[src/rtl/i2c_slave_phy_pkg.sv]
// Shared definitions for the I2C slave bit engine: state encoding, constants
// and default parameter values.
package i2c_slave_phy_pkg;

    typedef enum logic [2:0] {
        IDLE      = 3'd0,
        ADDR      = 3'd1,
        ADDR_ACK  = 3'd2,
        RX        = 3'd3,
        RX_ACK    = 3'd4,
        TX        = 3'd5,
        TX_ACK    = 3'd6,
        WAIT_STOP = 3'd7
    } state_e;

    localparam logic [7:0] ZERO8 = 8'h00;
    localparam int RW_BIT = 0;
    localparam int DEF_FILTER_LEN = 3;
    localparam int DEF_HOLD_CYCLES = 4;

    // General call (all-zero address) is never claimed.
    function automatic logic addr_match(input logic [7:0] addr_byte, input logic [6:0] own);
        return (addr_byte[7:1] == own) && (addr_byte[7:1] != 7'd0);
    endfunction

endpackage

[src/rtl/i2c_slave_phy_line_filter.sv]
// Pin conditioning for one I2C line: 2-FF synchroniser, stability filter that
// needs FILTER_LEN consecutive differing samples, and single-cycle edge strobes.
module i2c_line_filter
    import i2c_slave_phy_pkg::*;
#(
    parameter int FILTER_LEN = DEF_FILTER_LEN
) (
    input  logic clk,
    input  logic reset,
    input  logic pin_i,
    output logic level_o,
    output logic rise_o,
    output logic fall_o
);

    logic       sync1_q, sync2_q;
    logic       level_q, level_d;
    logic       rise_q, rise_d;
    logic       fall_q, fall_d;
    logic [2:0] cnt_q, cnt_d;

    always_comb begin
        level_d = level_q;
        rise_d  = 1'b0;
        fall_d  = 1'b0;
        cnt_d   = 3'd0;
        if (sync2_q != level_q) begin
            if (cnt_q == 3'(FILTER_LEN - 1)) begin
                level_d = sync2_q;
                rise_d  = sync2_q;
                fall_d  = ~sync2_q;
            end else begin
                cnt_d = cnt_q + 3'd1;
            end
        end
    end

    always_ff @(posedge clk) begin
        if (!reset) begin
            sync1_q <= 1'b1;
            sync2_q <= 1'b1;
            level_q <= 1'b1;
            rise_q  <= 1'b0;
            fall_q  <= 1'b0;
            cnt_q   <= 3'd0;
        end else begin
            sync1_q <= pin_i;
            sync2_q <= sync1_q;
            level_q <= level_d;
            rise_q  <= rise_d;
            fall_q  <= fall_d;
            cnt_q   <= cnt_d;
        end
    end

    assign level_o = level_q;
    assign rise_o  = rise_q;
    assign fall_o  = fall_q;

endmodule

[src/rtl/i2c_slave_phy.sv]
// Bit-level I2C slave: START/STOP detection, 7-bit address match, byte shift
// in/out with ACK generation, and fixed-length received/sended pulses.
//   state     | meaning
//   IDLE      | bus free, waiting for START
//   ADDR      | shifting in address + R/W
//   ADDR_ACK  | driving address ACK, then branch to RX or TX
//   RX/RX_ACK | receiving a write byte / driving its ACK
//   TX/TX_ACK | shifting out a read byte / sampling master ACK
//   WAIT_STOP | not addressed or NACKed, ignore until START/STOP
module i2c_slave_phy
    import i2c_slave_phy_pkg::*;
#(
    parameter int FILTER_LEN  = DEF_FILTER_LEN,
    parameter int HOLD_CYCLES = DEF_HOLD_CYCLES
) (
    input  logic       clk,
    input  logic       reset,
    input  logic       scl_in,
    input  logic       sda_in,
    output logic       sda_oe,
    input  logic [6:0] address,
    input  logic [7:0] datasend,
    output logic       sended,
    output logic [7:0] datareceive,
    output logic       received,
    output logic       busy
);

    localparam int HW = $clog2(HOLD_CYCLES + 1);

    logic scl_lvl, scl_rise, scl_fall;
    logic sda_lvl, sda_rise, sda_fall;
    logic start_ev, stop_ev;

    state_e        state_q, state_d;
    logic [3:0]    bitcnt_q, bitcnt_d;
    logic [7:0]    shift_q, shift_d;
    logic [7:0]    rxdata_q, rxdata_d;
    logic          oe_q, oe_d;
    logic          rw_q, rw_d;
    logic          phase_q, phase_d;
    logic          busy_q, busy_d;
    logic [HW-1:0] rec_cnt_q, rec_cnt_d;
    logic [HW-1:0] snd_cnt_q, snd_cnt_d;

    i2c_line_filter #(.FILTER_LEN(FILTER_LEN)) u_scl_filt (
        .clk(clk), .reset(reset), .pin_i(scl_in),
        .level_o(scl_lvl), .rise_o(scl_rise), .fall_o(scl_fall)
    );

    i2c_line_filter #(.FILTER_LEN(FILTER_LEN)) u_sda_filt (
        .clk(clk), .reset(reset), .pin_i(sda_in),
        .level_o(sda_lvl), .rise_o(sda_rise), .fall_o(sda_fall)
    );

    assign start_ev = sda_fall & scl_lvl;
    assign stop_ev  = sda_rise & scl_lvl;

    always_comb begin
        state_d   = state_q;
        bitcnt_d  = bitcnt_q;
        shift_d   = shift_q;
        rxdata_d  = rxdata_q;
        oe_d      = oe_q;
        rw_d      = rw_q;
        phase_d   = phase_q;
        busy_d    = busy_q;
        rec_cnt_d = (rec_cnt_q != '0) ? rec_cnt_q - HW'(1) : '0;
        snd_cnt_d = (snd_cnt_q != '0) ? snd_cnt_q - HW'(1) : '0;

        if (start_ev) begin
            state_d  = ADDR;
            bitcnt_d = 4'd0;
            oe_d     = 1'b0;
            phase_d  = 1'b0;
            busy_d   = 1'b1;
        end else if (stop_ev) begin
            state_d  = IDLE;
            bitcnt_d = 4'd0;
            oe_d     = 1'b0;
            phase_d  = 1'b0;
            busy_d   = 1'b0;
        end else begin
            case (state_q)
                IDLE: ;
                ADDR: begin
                    if (scl_rise) begin
                        shift_d  = {shift_q[6:0], sda_lvl};
                        bitcnt_d = bitcnt_q + 4'd1;
                        if (bitcnt_q == 4'd7) begin
                            bitcnt_d = 4'd0;
                            rw_d     = shift_d[RW_BIT];
                            state_d  = addr_match(shift_d, address) ? ADDR_ACK : WAIT_STOP;
                        end
                    end
                end
                ADDR_ACK: begin
                    // First fall ends the R/W bit, second fall ends the ACK clock.
                    if (scl_fall) begin
                        if (!phase_q) begin
                            oe_d    = 1'b1;
                            phase_d = 1'b1;
                        end else begin
                            phase_d  = 1'b0;
                            bitcnt_d = 4'd0;
                            if (rw_q) begin
                                state_d = TX;
                                shift_d = datasend;
                                oe_d    = ~datasend[7];
                            end else begin
                                state_d = RX;
                                oe_d    = 1'b0;
                            end
                        end
                    end
                end
                RX: begin
                    oe_d = 1'b0;
                    if (scl_rise && bitcnt_q != 4'd8) begin
                        shift_d  = {shift_q[6:0], sda_lvl};
                        bitcnt_d = bitcnt_q + 4'd1;
                        if (bitcnt_q == 4'd7) begin
                            rxdata_d  = shift_d;
                            rec_cnt_d = HW'(HOLD_CYCLES);
                        end
                    end else if (scl_fall && bitcnt_q == 4'd8) begin
                        state_d  = RX_ACK;
                        oe_d     = 1'b1;
                        bitcnt_d = 4'd0;
                    end
                end
                RX_ACK: begin
                    if (scl_fall) begin
                        state_d = RX;
                        oe_d    = 1'b0;
                    end
                end
                TX: begin
                    if (scl_fall) begin
                        if (bitcnt_q == 4'd7) begin
                            state_d   = TX_ACK;
                            oe_d      = 1'b0;
                            bitcnt_d  = 4'd0;
                            phase_d   = 1'b0;
                            snd_cnt_d = HW'(HOLD_CYCLES);
                        end else begin
                            shift_d  = {shift_q[6:0], 1'b0};
                            oe_d     = ~shift_d[7];
                            bitcnt_d = bitcnt_q + 4'd1;
                        end
                    end
                end
                TX_ACK: begin
                    if (scl_rise) begin
                        if (sda_lvl) state_d = WAIT_STOP;
                        else         phase_d = 1'b1;
                    end else if (scl_fall && phase_q) begin
                        phase_d = 1'b0;
                        state_d = TX;
                        shift_d = datasend;
                        oe_d    = ~datasend[7];
                    end
                end
                WAIT_STOP: oe_d = 1'b0;
                default:   state_d = IDLE;
            endcase
        end
    end

    always_ff @(posedge clk) begin
        if (!reset) begin
            state_q   <= IDLE;
            bitcnt_q  <= 4'd0;
            shift_q   <= ZERO8;
            rxdata_q  <= ZERO8;
            oe_q      <= 1'b0;
            rw_q      <= 1'b0;
            phase_q   <= 1'b0;
            busy_q    <= 1'b0;
            rec_cnt_q <= '0;
            snd_cnt_q <= '0;
        end else begin
            state_q   <= state_d;
            bitcnt_q  <= bitcnt_d;
            shift_q   <= shift_d;
            rxdata_q  <= rxdata_d;
            oe_q      <= oe_d;
            rw_q      <= rw_d;
            phase_q   <= phase_d;
            busy_q    <= busy_d;
            rec_cnt_q <= rec_cnt_d;
            snd_cnt_q <= snd_cnt_d;
        end
    end

    assign sda_oe      = oe_q;
    assign datareceive = rxdata_q;
    assign received    = (rec_cnt_q != '0);
    assign sended      = (snd_cnt_q != '0);
    assign busy        = busy_q;

endmodule

[config.mk]
export PLATFORM = sky130hd
export DESIGN_NAME = i2c_slave_phy
export DESIGN_NICKNAME = d
export VERILOG_FILES = /design/src/rtl/i2c_slave_phy_pkg.sv /design/src/rtl/i2c_slave_phy_line_filter.sv /design/src/rtl/i2c_slave_phy.sv
export SDC_FILE = /design/constraint.sdc
export NUM_CORES = 1
export LEC_CHECK = 0
export ABC_AREA = 1
export CORE_UTILIZATION = 40
export CTS_BUF_LIST = sky130_fd_sc_hd__clkbuf_4 sky130_fd_sc_hd__clkbuf_8
export CTS_CLUSTER_SIZE = 14
export DETAILED_ROUTE_END_ITERATION = 16
export PLACE_DENSITY_LB_ADDON = 0.3
export SLEW_MARGIN = 10
export SYNTH_ARGS = -nofsm -noshare
export SYNTH_HDL_FRONTEND = slang
export SYNTH_SLANG_ARGS = --single-unit
[constraint.sdc]
create_clock -name clk -period 2.07 [get_ports clk]
set_input_delay 0.414 -clock clk [delete_from_list [all_inputs] [get_ports clk]]
set_output_delay 0.414 -clock clk [all_outputs]
set_load 0.02 [all_outputs]
==> results of run 1 <==
-- sequential cells by signal, summed over array words and instances (netlist names), 3 cells and up --
| signal | cells |
|---|---|
| snd_cnt_q | 3 |
| shift_q | 7 |
| bitcnt_q | 4 |
| rec_cnt_q | 3 |
| u_sda_filt.cnt_q | 3 |
| state_q | 3 |
| u_scl_filt.cnt_q | 3 |
| datareceive | 8 |
-- area by class of cell --
cell class | instances | area, sq um | area share, %
Tap cell | 77 | 96.3 | 3.05
Inverter | 45 | 169 | 5.35
Sequential cell | 48 | 961 | 30.4
Timing Repair Buffer | 39 | 370 | 11.7
Clock buffer | 5 | 68.8 | 2.18
Multi-Input combinational cell | 285 | 1420 | 45.1
Clock inverter | 3 | 68.8 | 2.18
-- cells by family after synthesis --
logic type / after synthesis / synth area share, %
and+or+nand+nor: 213 / 36.3
adders and majority gates: 10 / 4.78
buffers and inverters: 54 / 8.98
AOI/OAI and AO/OA: 58 / 11.9
DFF: 48 / 36.7
xor gates and xnor gates: 4 / 1.34
-- stage by stage --
| stage | instances | setup slack (ns) |
|---|---|---|
| 2_1_floorplan | 387 | 0.503 |
| 3_3_place_gp | 494 | 0.342 |
| 3_5_place_dp | 494 | 0.302 |
| 4_1_cts | 502 | 0.0506 |
| 5_1_grt | 502 | 0.0374 |
| 6_report | 502 | 0.0991 |
-- cell usage in the layout (no fill, tap or decap), drive strengths merged, types with 3 or more instances in the layout --
cell and n:
nand3 27, or2 4, buf 9, nor3 6, clkbuf 5, o21ai 27, inv 46, nand4 5
nor2 69, dfxtp 48, a21oi 22, o211ai 3, clkdlybuf4s50 29, nand2 97, ha 10
-- metal layers --
| layer | wire length (um) | track usage, % | vias up | share of wire [%] |
|---|---|---|---|---|
| li1 | - | - | 1317 | - |
| met1 | 2960 | 24.2 | 1130 | 48 |
| met2 | 2870 | 31.8 | 61 | 46 |
| met3 | 262 | 3.48 | 11 | 4.2 |
| met4 | 97 | 6.11 | 0 | 1.6 |
| met5 | 0 | 0 | - | 0 |
-- where the power goes --
group	internal (uW)	switching (uW)	total, uW
Combinational	379	664	1040
Sequential	1010	99.5	1110
Clock	487	352	839
Total	1870	1120	2990
-- how the worst min path moves through the flow --
stage,to,slack (ns),startpoint
6_report,u_scl_filt.sync2_q,0.43,u_scl_filt.sync1_q
5_1_grt,u_scl_filt.sync2_q,0.46,u_scl_filt.sync1_q
4_1_cts,u_scl_filt.sync2_q,0.43,u_scl_filt.sync1_q
3_5_place_dp,u_scl_filt.sync2_q,0.41,u_scl_filt.sync1_q
3_3_place_gp,u_sda_filt.sync2_q,0.39,u_sda_filt.sync1_q
2_1_floorplan,u_scl_filt.sync2_q,0.39,u_scl_filt.sync1_q
==> run metrics, run 1 <==
Worst Max-Slew Pin Slew around 0.4 ns; buffers plus inverters on the worst setup path 2; CTS H-tree depth 2; setup tns final 0 ns; Initial Util 41.2%; CP Depth 4; DIE HEIGHT between 80 and 90 um; critical path's slowest cell clkdlybuf4s50_1; Ports 31; Final period util 95.2%; EDFF count, synth 0; finished layout cell area ~3200 sq um; final core utilization between 40% and 50%; Detailed Place HPWL roughly 4.7 mm; Final Max Tran Viols 0; Hold Path Class reg2reg; Commonest cells post-synth nand2_1, nor2_1, dfxtp_1; drt pass-1 iters 4; share of post-route cells with drive strength above 1 between 8 and 9%; TritonCTS buffer count 5; most frequent cell after synthesis nand2_1; Hold WS 0.428 ns; Mapped Area 2620 sq um; min Tclk post-route roughly 2.0 ns; power per cell area 947 nW/um^2; Avg Cell Area, Syn ~6.8 sq um; final hold viol count 0; final setup fails 0; main area contributors after synthesis dfxtp_1, nand2_1, nor2_1, inv_1, o21ai_0; register area share after synthesis 36.7%; delay-heaviest family, CP buffers and inverters; FILL cells roughly 640; CTS Buffer Depth 2; Setup Skew between 0.01 and 0.015 ns; critical setup path kind reg2out; routed wire length slightly above 6 mm; slew margin rel. 73.9%; Yosys reg bits 48; CTS tree done; Starting DRT DRC Count 233; PortBufs 30; VDD IR max ~0.48 mV; Max Freq 0.507 GHz; Sink Count 48; CTS root buf clkbuf_8; number of global-route vias before repair about 2300; Final ANT Viol Nets 0; Syn Nets between 400 and 500; Yosys top cell by area dfxtp_1; Post CTS Setup Buffer Count 0; Area Overhead vs Synth 20.5%; largest net degree at the start of global routing 21; Max-Cap Viols 0; Crit. End Element output pin; Yosys top cell area share 36.7%; gp weighted congestion ~0.97; post-CTS sizing 0; ys async rst share 0%; yosys warns 0; Worst Reg-to-Reg Cells 8; num rows 29; clock-pin transition on the worst setup and hold timing paths 0.09 ns; Design Power approximately 3000 uW; Worst R2R Setup Slack approximately 0.25 ns; CP max stage delay 0.59 ns; Via Count between 2000 and 3000; status finished clean; DP Area 3020 sq um; residual DRC count 0; LEAKAGE approximately 0.0015 uW; crit path cell chain nor2_1 -> ha_1 -> inv_1 -> clkdlybuf4s50_1; NumNets Final approximately 450; GR Util All Layers between 10% and 20%; Syn Inst Count between 300 and 400; RSZ-0062 raised after global routing false; clock latency on the worst-skew pair 0.31 ns; worst setup path endpoint sended; worst r2r src state_q[0]; Congestion Overflow GR 0; nature of the critical path startpoint flip-flop; vias per cell ~5.0; crit-path max FO 3; crit path DAT approximately 1.6 ns; initial antenna violation count 0; die width roughly 83 um; die area slightly below 7000 sq um; core area about 6300 sq um; Worst R2R End state_q[1]; Worst Setup SP snd_cnt_q[0]; Antenna Cells 0; critical path required time between 1.5 and 2 ns; Hold Buf Count CTS 0; Synth Flop Type dfxtp_1; Min-Delay Path Depth 1; number of distinct library cells after synthesis 36; global-route wire length before repair 10.6 mm; WL/cell ~12 um
Power figures use the tool's default switching activity.
==> run 2: changes to the inputs <==
==> constraint.sdc (replaced) <==
create_clock -name clk -period 2.07 [get_ports clk]
set_input_delay 0.207 -clock clk [delete_from_list [all_inputs] [get_ports clk]]
set_output_delay 0.207 -clock clk [all_outputs]
set_load 0.02 [all_outputs]
==> run 2 against run 1 <==
Clock skew fell by 0.0048 ns. Sequential share of layout area rose by 0.24 points. Register-to-register slack got worse by 0.07 ns. Count of clock-buffer cells in the layout did not move. Cell area decreased by 0.79%. Critical endpoint is now shift_q[2]. Largest power group unchanged.
==> run metrics, run 2 (same netlist as run 1, synthesis figures left out) <==
Critical Path Most Common Cell nand2_1; buffers plus inverters on the worst setup path 1 (-1); TritonCTS buffer count 5 (unchanged); crit path cell chain nand2_1 -> nand2_1 -> inv_1 -> nand2_1 -> a21oi_1 -> nand3_4 -> nand2_1 -> nand2_1 -> nor2_1; Net Sw Frac 37.2% (-0.10 points); internal power 1880 uW (+0.24%); Starting DRT DRC Count 135 (-42%); Hold Buf Count CTS 0 (unchanged); min-delay src u_scl_filt.sync1_q; Setup Skew 0.00653 ns (-0.00477 ns); Area Overhead vs Synth 19.6%; worst r2r src u_scl_filt.level_o; DIE HEIGHT 82.9 um (unchanged); most frequent cells in the layout nand2_1, nor2_1, dfxtp_1; crit-path max FO 14 (+11); Crit. End Element flip-flop; Hold Path Class reg2reg; share of post-route cells with drive strength above 1 7.36% (-0.87 points); delay-heaviest family, CP simple AND/OR/NAND/NOR gates; final setup fails 0 (unchanged); die width 82.9 um (unchanged); drt pass-1 iters 4 (unchanged); slew margin rel. 67.3% (-6.6 points); critical path's slowest cell dfxtp_1; global-route wire length before repair 10.2 mm (-3.7%); Sink Count 48 (unchanged); residual DRC count 0 (unchanged); largest net degree at the start of global routing 21 (unchanged); Switch Pwr 1110 uW (-0.20%); Worst Max-Slew Pin Slew 0.488 ns (+0.0977 ns); nature of the critical path startpoint flip-flop; max reg flops 8 (unchanged); number of global-route vias before repair 2272 (-3.0%); Ports 31 (unchanged); Worst R2R Setup Slack 0.18 ns (-0.07 ns); critical path required time 2.32 ns (+0.66 ns); placed instance count 490 (-0.81%); Final period util 91.2% (-4.0 points); final core utilization 49.3% (-0.39 points); vias per cell 4.96 (-1.1%); Logic pwr share 35.3% (+0.4 points); Congestion Overflow GR 0 (unchanged); die area 6870 sq um (unchanged); clock-pin transition on the worst setup and hold timing paths 0.09 ns (about the same); Worst Setup SP u_scl_filt.level_o; Post CTS Setup Buffer Count 0 (unchanged); Antenna Cells 0 (unchanged); Max-Cap Viols 0 (unchanged); post-CTS sizing 0 (unchanged); power per cell area 956 nW/um^2 (+0.88%); Max Freq 0.530 GHz (+4.4%); CTS tree done; CTS Buffer Depth 2 (unchanged); PortBufs 30 (unchanged); Detailed Place HPWL 4.58 mm (-2.8%); Sequential Power Share 37.0% (about the same); CP max stage delay 0.36 ns (-0.23 ns); core area 6350 sq um (unchanged); initial antenna violation count 0 (unchanged); num rows 29 (unchanged); GR Util All Layers 18.2% (-0.60 points); CTS H-tree depth 2 (unchanged); NumNets Final 449 (-0.88%); clock group share of total power 27.8% (-0.3 points); setup tns final 0 ns (unchanged); LEAKAGE 0.00143 uW (-2.5%); clock latency on the worst-skew pair 0.31 ns (about the same); final hold viol count 0 (unchanged); routed wire length 6.06 mm (-2.1%); FILL cells 626 (-2.6%); CTS root buf clkbuf_8; status finished clean; Final Max Tran Viols 0 (unchanged); critical setup path kind reg2reg; Via Count 2471 (-1.9%); crit path DAT 2.13 ns (+0.57 ns); Final ANT Viol Nets 0 (unchanged); most common cell after layout, fill and taps aside nand2_1; gp weighted congestion 0.921 (-5.5%); WL/cell 12.2 um (-1.3%); Layout Cells excl Fill 498 (-0.80%); min Tclk post-route 1.89 ns (-0.0836 ns); Initial Util 41.2% (unchanged); RSZ-0062 raised after global routing false; VDD IR max 0.437 mV (-9.0%)
## run 2: layout make-up
type | instances | area, sq um | share of cell area, %
Clock buffer | 5 | 68.8 | 2.20
Clock inverter | 3 | 68.8 | 2.20
Inverter | 45 | 169 | 5.39
Multi-Input combinational cell | 285 | 1430 | 45.7
Sequential cell | 48 | 961 | 30.7
Tap cell | 77 | 96.3 | 3.08
Timing Repair Buffer | 35 | 338 | 10.8
## run 2: final timing paths
check | to | cells after the start
min reg2reg | u_scl_filt.sync2_q | 1
min | u_scl_filt.sync2_q | 1
max reg2reg | shift_q[2] | 9
max | shift_q[2] | 9
## run 2: stage by stage
stage / total power (uW) / setup slack [ns] / area (sq um) / hold WS, ns
5_1_grt: 3220 / 0.0382 / 3130 / 0.451
6_report: 2990 / 0.183 / 3130 / 0.426
3_5_place_dp: 2160 / 0.149 / 2990 / 0.406
4_1_cts: 2990 / 0.145 / 3120 / 0.428
2_1_floorplan: 1950 / 0.503 / 2620 / 0.314
3_3_place_gp: 2160 / 0.189 / 2990 / 0.396
## run 2: metal layers
layer / GRT usage, % / vias up / share of wire (%)
met1: 22.0 / 1092 / 45
met2: 31.1 / 64 / 48
met5: 0 / - / 0
met3: 4.77 / 10 / 5.4
li1: - / 1305 / -
met4: 6.74 / 0 / 1.7
## run 2: power by group through the flow
stage                     Sequential, uW  Clock [uW]  Combinational [uW]
final                               1110         832                1050
after CTS                           1110         847                1040
after global routing                1120         889                1200
after detailed placement            1130           0                1030
after global placement              1130           0                1030
after floorplan                     1090           0                 860
